File: src/rtl/mem_port_arbiter_pkg.sv
// mem_port_arbiter_pkg: shared bus constants, tag width and requester types for the memory port arbiter
package mem_port_arbiter_pkg;
    localparam int MEM_TAG_W = 4;
    localparam int NUM_TAGS = 1 << MEM_TAG_W;
    localparam logic [1:0] BUS_NONE = 2'h0;
    localparam logic [1:0] BUS_LOAD = 2'h1;
    localparam logic [1:0] BUS_STORE = 2'h2;
    typedef enum logic {REQ_IMEM, REQ_DMEM} requester_t;
    typedef enum logic {PRIO_IMEM, PRIO_DMEM} prio_t;
endpackage

File: src/rtl/mem_port_arbiter_tag_owner.sv
// mem_tag_owner_table: remembers which requester issued each in-flight load tag,
// routes returned tags to that owner, keeps per-requester in-flight counts and flags protocol errors
module mem_tag_owner_table
    import mem_port_arbiter_pkg::*;
(
    input  logic                 clk,
    input  logic                 rst,
    input  logic                 assign_i,
    input  logic [MEM_TAG_W-1:0] assign_tag_i,
    input  requester_t           assign_owner_i,
    input  logic [MEM_TAG_W-1:0] ret_tag_i,
    output logic [MEM_TAG_W-1:0] imem_tag_o,
    output logic [MEM_TAG_W-1:0] dmem_tag_o,
    output logic [3:0]           imem_outst_o,
    output logic [3:0]           dmem_outst_o,
    output logic                 err_o
);
    logic [NUM_TAGS-1:0] valid_q, valid_d, owner_dmem_q, owner_dmem_d;
    logic [3:0] imem_cnt_q, imem_cnt_d, dmem_cnt_q, dmem_cnt_d;
    logic err_q, err_d, ret_hit, ret_dmem, reuse;

    // A return and a new assignment of the same tag: the return uses the old owner, the write wins.
    always_comb begin
        ret_hit = ret_tag_i != '0 && valid_q[ret_tag_i];
        ret_dmem = owner_dmem_q[ret_tag_i];
        reuse = assign_i && valid_q[assign_tag_i] && assign_tag_i != ret_tag_i;
        valid_d = valid_q;
        owner_dmem_d = owner_dmem_q;
        if (ret_hit) valid_d[ret_tag_i] = 1'b0;
        if (assign_i) begin
            valid_d[assign_tag_i] = 1'b1;
            owner_dmem_d[assign_tag_i] = assign_owner_i == REQ_DMEM;
        end
        imem_cnt_d = imem_cnt_q + 4'(assign_i && assign_owner_i == REQ_IMEM) - 4'(ret_hit && !ret_dmem);
        dmem_cnt_d = dmem_cnt_q + 4'(assign_i && assign_owner_i == REQ_DMEM) - 4'(ret_hit && ret_dmem);
        err_d = err_q || (ret_tag_i != '0 && !valid_q[ret_tag_i]) || reuse;
        imem_tag_o = ret_hit && !ret_dmem ? ret_tag_i : '0;
        dmem_tag_o = ret_hit && ret_dmem ? ret_tag_i : '0;
    end

    always_ff @(posedge clk) begin
        if (rst) begin
            valid_q <= '0;
            owner_dmem_q <= '0;
            imem_cnt_q <= '0;
            dmem_cnt_q <= '0;
            err_q <= 1'b0;
        end else begin
            valid_q <= valid_d;
            owner_dmem_q <= owner_dmem_d;
            imem_cnt_q <= imem_cnt_d;
            dmem_cnt_q <= dmem_cnt_d;
            err_q <= err_d;
        end
    end

    assign imem_outst_o = imem_cnt_q;
    assign dmem_outst_o = dmem_cnt_q;
    assign err_o = err_q;
endmodule

File: src/rtl/mem_port_arbiter.sv
// mem_port_arbiter: shares the off-chip memory port between Imem and Dmem with burst-limited
// priority, per-requester in-flight load limits and tag-based return routing
module mem_port_arbiter
    import mem_port_arbiter_pkg::*;
#(
    parameter int MAX_BURST      = 4,
    parameter int IMEM_MAX_OUTST = 4,
    parameter int DMEM_MAX_OUTST = 8
) (
    input  logic                 clk,
    input  logic                 rst,
    input  logic [1:0]           imem_cmd_i,
    input  logic [63:0]          imem_addr_i,
    output logic [MEM_TAG_W-1:0] imem_response_o,
    output logic [MEM_TAG_W-1:0] imem_tag_o,
    output logic [63:0]          imem_data_o,
    input  logic [1:0]           dmem_cmd_i,
    input  logic [63:0]          dmem_addr_i,
    input  logic [63:0]          dmem_data_i,
    output logic [MEM_TAG_W-1:0] dmem_response_o,
    output logic [MEM_TAG_W-1:0] dmem_tag_o,
    output logic [63:0]          dmem_data_o,
    output logic [1:0]           proc2mem_command_o,
    output logic [63:0]          proc2mem_addr_o,
    output logic [63:0]          proc2mem_data_o,
    input  logic [MEM_TAG_W-1:0] mem2proc_response_i,
    input  logic [63:0]          mem2proc_data_i,
    input  logic [MEM_TAG_W-1:0] mem2proc_tag_i,
    output logic [3:0]           imem_outst_o,
    output logic [3:0]           dmem_outst_o,
    output logic                 err_o
);
    localparam logic [3:0] IMEM_LIM = 4'(IMEM_MAX_OUTST);
    localparam logic [3:0] DMEM_LIM = 4'(DMEM_MAX_OUTST);
    localparam int BW = MAX_BURST > 1 ? $clog2(MAX_BURST) : 1;
    localparam logic [BW-1:0] BURST_LAST = BW'(MAX_BURST - 1);

    prio_t prio_q;
    logic [BW-1:0] burst_q;
    logic imem_elig, dmem_elig, any_elig, other_elig, accept, load_accept;
    requester_t winner, holder;
    logic [MEM_TAG_W-1:0] ret_tag;

    // Reset masks both requesters so the port stays idle and no tag state is touched.
    always_comb begin
        imem_elig = !rst && imem_cmd_i != BUS_NONE && imem_outst_o < IMEM_LIM;
        dmem_elig = !rst && dmem_cmd_i != BUS_NONE && (dmem_cmd_i == BUS_STORE || dmem_outst_o < DMEM_LIM);
        any_elig = imem_elig || dmem_elig;
        holder = prio_q == PRIO_DMEM ? REQ_DMEM : REQ_IMEM;
        winner = imem_elig && dmem_elig ? holder : (imem_elig ? REQ_IMEM : REQ_DMEM);
        other_elig = winner == REQ_IMEM ? dmem_elig : imem_elig;
        proc2mem_command_o = !any_elig ? BUS_NONE : (winner == REQ_IMEM ? imem_cmd_i : dmem_cmd_i);
        proc2mem_addr_o = !any_elig ? '0 : (winner == REQ_IMEM ? imem_addr_i : dmem_addr_i);
        proc2mem_data_o = rst ? '0 : dmem_data_i;
        imem_response_o = any_elig && winner == REQ_IMEM ? mem2proc_response_i : '0;
        dmem_response_o = any_elig && winner == REQ_DMEM ? mem2proc_response_i : '0;
        accept = any_elig && mem2proc_response_i != '0;
        load_accept = accept && proc2mem_command_o == BUS_LOAD;
        ret_tag = rst ? '0 : mem2proc_tag_i;
        imem_data_o = mem2proc_data_i;
        dmem_data_o = mem2proc_data_i;
    end

    always_ff @(posedge clk) begin
        if (rst) begin
            prio_q <= PRIO_IMEM;
            burst_q <= '0;
        end else if (accept && winner != holder) begin
            prio_q <= winner == REQ_DMEM ? PRIO_DMEM : PRIO_IMEM;
            burst_q <= '0;
        end else if (accept && other_elig && burst_q == BURST_LAST) begin
            prio_q <= prio_q == PRIO_IMEM ? PRIO_DMEM : PRIO_IMEM;
            burst_q <= '0;
        end else if (accept && other_elig) begin
            burst_q <= burst_q + BW'(1);
        end
    end

    mem_tag_owner_table u_owner (
        .clk           (clk),
        .rst           (rst),
        .assign_i      (load_accept),
        .assign_tag_i  (mem2proc_response_i),
        .assign_owner_i(winner),
        .ret_tag_i     (ret_tag),
        .imem_tag_o    (imem_tag_o),
        .dmem_tag_o    (dmem_tag_o),
        .imem_outst_o  (imem_outst_o),
        .dmem_outst_o  (dmem_outst_o),
        .err_o         (err_o)
    );
endmodule

File: config.mk
export PLATFORM = sky130hd
export DESIGN_NAME = mem_port_arbiter
export DESIGN_NICKNAME = d
export VERILOG_FILES = /design/src/rtl/mem_port_arbiter_pkg.sv /design/src/rtl/mem_port_arbiter_tag_owner.sv /design/src/rtl/mem_port_arbiter.sv
export SDC_FILE = /design/constraint.sdc
export NUM_CORES = 1
export LEC_CHECK = 0
export CORE_AREA = 2 2 216 218
export CTS_CLUSTER_SIZE = 12
export DETAILED_ROUTE_END_ITERATION = 12
export DIE_AREA = 0 0 218 220
export PLACE_DENSITY = 0.51
export SETUP_SLACK_MARGIN = 0.15
export SKIP_CTS_REPAIR_TIMING = 1
export SLEW_MARGIN = 30
export SYNTH_ARGS = -nofsm -noshare
export SYNTH_HDL_FRONTEND = slang
export SYNTH_SLANG_ARGS = --single-unit
export TNS_END_PERCENT = 1
File: constraint.sdc
create_clock -name clk -period 10.8 [get_ports clk]
set_input_delay 3.24 -clock clk [delete_from_list [all_inputs] [get_ports clk]]
set_output_delay 3.24 -clock clk [all_outputs]
set_load 0.01 [all_outputs]
==> impl_metrics.ini <==
[critical_path]
cp_max_fo = 18
r2r_setup_slack_ns = 7.76
crit_path_frequent_cell = clkdlybuf4s50_1
cp_slowest_cell = clkdlybuf4s50_1
reg2reg_to = u_owner.dmem_outst_o[2]$_SDFF_PP0_
timing.rr.start = u_owner.imem_outst_o[2]$_SDFF_PP0_
worstSetupStartpointType = input pin
path_cells = clkdlybuf4s50_1 > buf_4 > mux2_2 > o21ai_0 > o22ai_1 > o31ai_1 > nand2b_1 > nor2_1 > clkdlybuf4s50_1
path_class = in2out
cp_data_required_time_ns = 7.56
cp_slowest_stage_delay_ns = 1.01
crit_end = imem_tag_o[2]
setup.worst_path.start = mem2proc_tag_i[1]
crit_arrival_ns = 6.40
end_kind = primary output
rr_worst_depth = 12

[clock_network]
clockRootBuffer = clkbuf_16
cts_sinks = 44
clk_pin_slew_ns = 0.06
tritoncts = yes
clockBufferDepth = 2
insertion_delay_ns = 0.29
cts_made_buffers = 5
h-tree-depth = 2

[timing]
tns_ns = 0
timing.fmax_mhz = 104
timing.slew.headroom = 0.439
hold_slack_ns = 0.475
slew_viol_final = 0
report.final.hold_viol_count = 0
setup_viol = 0
layout_min_cycle_time_ns = 9.64
worstMarginPinSlew_ns = 0.839
period_share = 0.892
grt_setup_unrepaired = no
worst_clock_skew_ns = 0.0102

[drt]
wire_per_inst_um = 14.0
drt-total-wl_um = 21800
drt-initial-drc-count = 286
ant_nets = 0
via_per_inst = 3.62
post-route-drc-count = 0
vias = 5624
first_pass_iters = 4

[floorplan]
dieArea_mm2 = 0.0480
die_w_um = 218
start_util = 0.112
ios = 553
core_area_mm2 = 0.0459
fp.dieH_um = 220
rows = 79

[power]
power_density_mw_per_mm2 = 106
power_switching_mw = 0.337
seqPwrFrac = 0.207
peakVddDrop_mv = 0.0679
p_int_mw = 0.569
switching_share = 0.372
p_leak_nw = 3.24
clkPwrFrac = 0.200
pwr-share-comb = 0.593

[synth]
syn_inst = 752
synth-edff-count = 0
netlist_top_cells_count = nand2_1, buf_4, nor2b_1
synth_top_area_share = 0.189
yosysTopAreaCell = buf_4
synth_area_leaders = buf_4, dfxtp_1, nand2_1
synth.cell_area_mm2 = 0.00513
postSynth.topFlopCell = dfxtp_1
ys_types = 61
ys_ff_latch = 44
synthesis.nets = 1034
avgSynthCellArea_um2 = 6.83
synthArstFlopShare = 0
seq_area_frac_synth = 0.172
yosysMostFrequentCell = nand2_1
yosys_warnings = 0

[global_route]
use_met1 = 0.0957
antenna_found_initial = 0
track_usage = 0.0834
grt_max_degree = 68
grt_busiest_layer = met2
grt_pass1_vias = 5367
use_met2 = 0.146
grt_pass1_wl_um = 31100
grt-ovfl-total = 0
gr-usage-met3 = 0.0244

[finish]
nets = 1229
fin_util = 0.187
syn_to_final_growth_pct = 67.0
drive_above_1_share = 0.0401
n_antenna_cell = 0

[min_path]
hold_path.class = reg2reg

[place]
detailed_place_hpwl_um = 17600
globalplace.congestion = 0.829
portBuffers = 360

[job]
drv_cap = 0

[outcome]
outcome = completed
-- area by class of cell --
cell class	instances	area [um2]
fill	5169	37300
clock buffer	5	125
multi-input combinational	512	3010
sequential	44	881
inverter	16	60.1
clock inverter	3	46.3
timing repair buffer	368	3690
tap	607	759
-- critical path, delay by kind of cell --
family                 cells  cell delay (ns)
buffers and inverters      3             1.84
AO/OA/AOI/OAI              3             0.66
multiplexers               1             0.33
AND/OR/NAND/NOR            2             0.30
-- kinds of logic (layout without fill, tap and decap cells) --
logic type               Yosys count  after routing  share of synthesized area
AO/OA/AOI/OAI                     87             87                      0.121
XOR/XNOR                           7              7                     0.0119
adder cells (fa/ha/maj)           12             12                     0.0322
buffers and inverters            196            392                      0.243
flip-flops                        44             44                      0.172
multiplexers                      21             21                     0.0490
AND/OR/NAND/NOR                  385            385                      0.371
-- power by group through the flow --
stage,logic (mW),registers [mW],clock network [mW]
after CTS,0.546,0.189,0.185
after floorplan,0.292,0.191,0
after global placement,0.534,0.192,0
final,0.537,0.188,0.181
after detailed placement,0.543,0.192,0
after global routing,0.584,0.191,0.192
-- worst min-delay path by stage --
stage                                         startpoint                                   end  slack (ns)  cells past startpoint
finish              u_owner.owner_dmem_q[0]$_SDFFE_PP0P_  u_owner.owner_dmem_q[0]$_SDFFE_PP0P_        0.48                      1
global route        u_owner.owner_dmem_q[0]$_SDFFE_PP0P_  u_owner.owner_dmem_q[0]$_SDFFE_PP0P_        0.48                      1
CTS                 u_owner.owner_dmem_q[0]$_SDFFE_PP0P_  u_owner.owner_dmem_q[0]$_SDFFE_PP0P_        0.48                      1
detailed placement  u_owner.owner_dmem_q[0]$_SDFFE_PP0P_  u_owner.owner_dmem_q[0]$_SDFFE_PP0P_        0.46                      1
global placement                 burst_q[1]$_SDFFE_PP0P_               burst_q[1]$_SDFFE_PP0P_        0.46                      2
floorplan           u_owner.owner_dmem_q[0]$_SDFFE_PP0P_  u_owner.owner_dmem_q[0]$_SDFFE_PP0P_        0.44                      1
-- sequential cells by signal (all words and copies together), names as in the netlist --
name / count
prio_q: 1
u_owner.imem_outst_o: 4
burst_q: 2
u_owner.valid_q: 16
u_owner.owner_dmem_q: 16
u_owner.dmem_outst_o: 4
u_owner.err_o: 1
-- layout by cell type, fill, tap and decap left out, types with 8 or more instances in the layout --
master | synthesis | layout
a211oi_1 | 8 | 8
a21oi_1 | 27 | 27
and2_1 | 12 | 11
clkdlybuf4s50_1 | 0 | 359
dfxtp_1 | 44 | 44
ha_1 | 10 | 10
inv_1 | 16 | 16
mux2i_1 | 15 | 15
nand2_1 | 141 | 141
nand2b_1 | 13 | 13
nand3_1 | 72 | 72
nor2_1 | 43 | 43
nor2b_1 | 78 | 78
o21ai_0 | 12 | 12
-- per-stage QoR --
stage               cells  setup WS (ns)  cell area (um2)  power, mW
floorplan             752           2.92             5130      0.483
global placement     1546           1.18             8380      0.726
detailed placement   1547           1.16             8400      0.735
CTS                  1555           1.13             8570      0.919
global route         1555          0.963             8570      0.967
finish               1555           1.16             8570      0.906
-- metal layers --
layer | vias up | share of wire
li1 | 2748 | -
met1 | 2566 | 0.39
met2 | 271 | 0.50
met3 | 39 | 0.083
met4 | 0 | 0.023
met5 | - | 0
No activity file was read; power rests on OpenSTA's default activity.
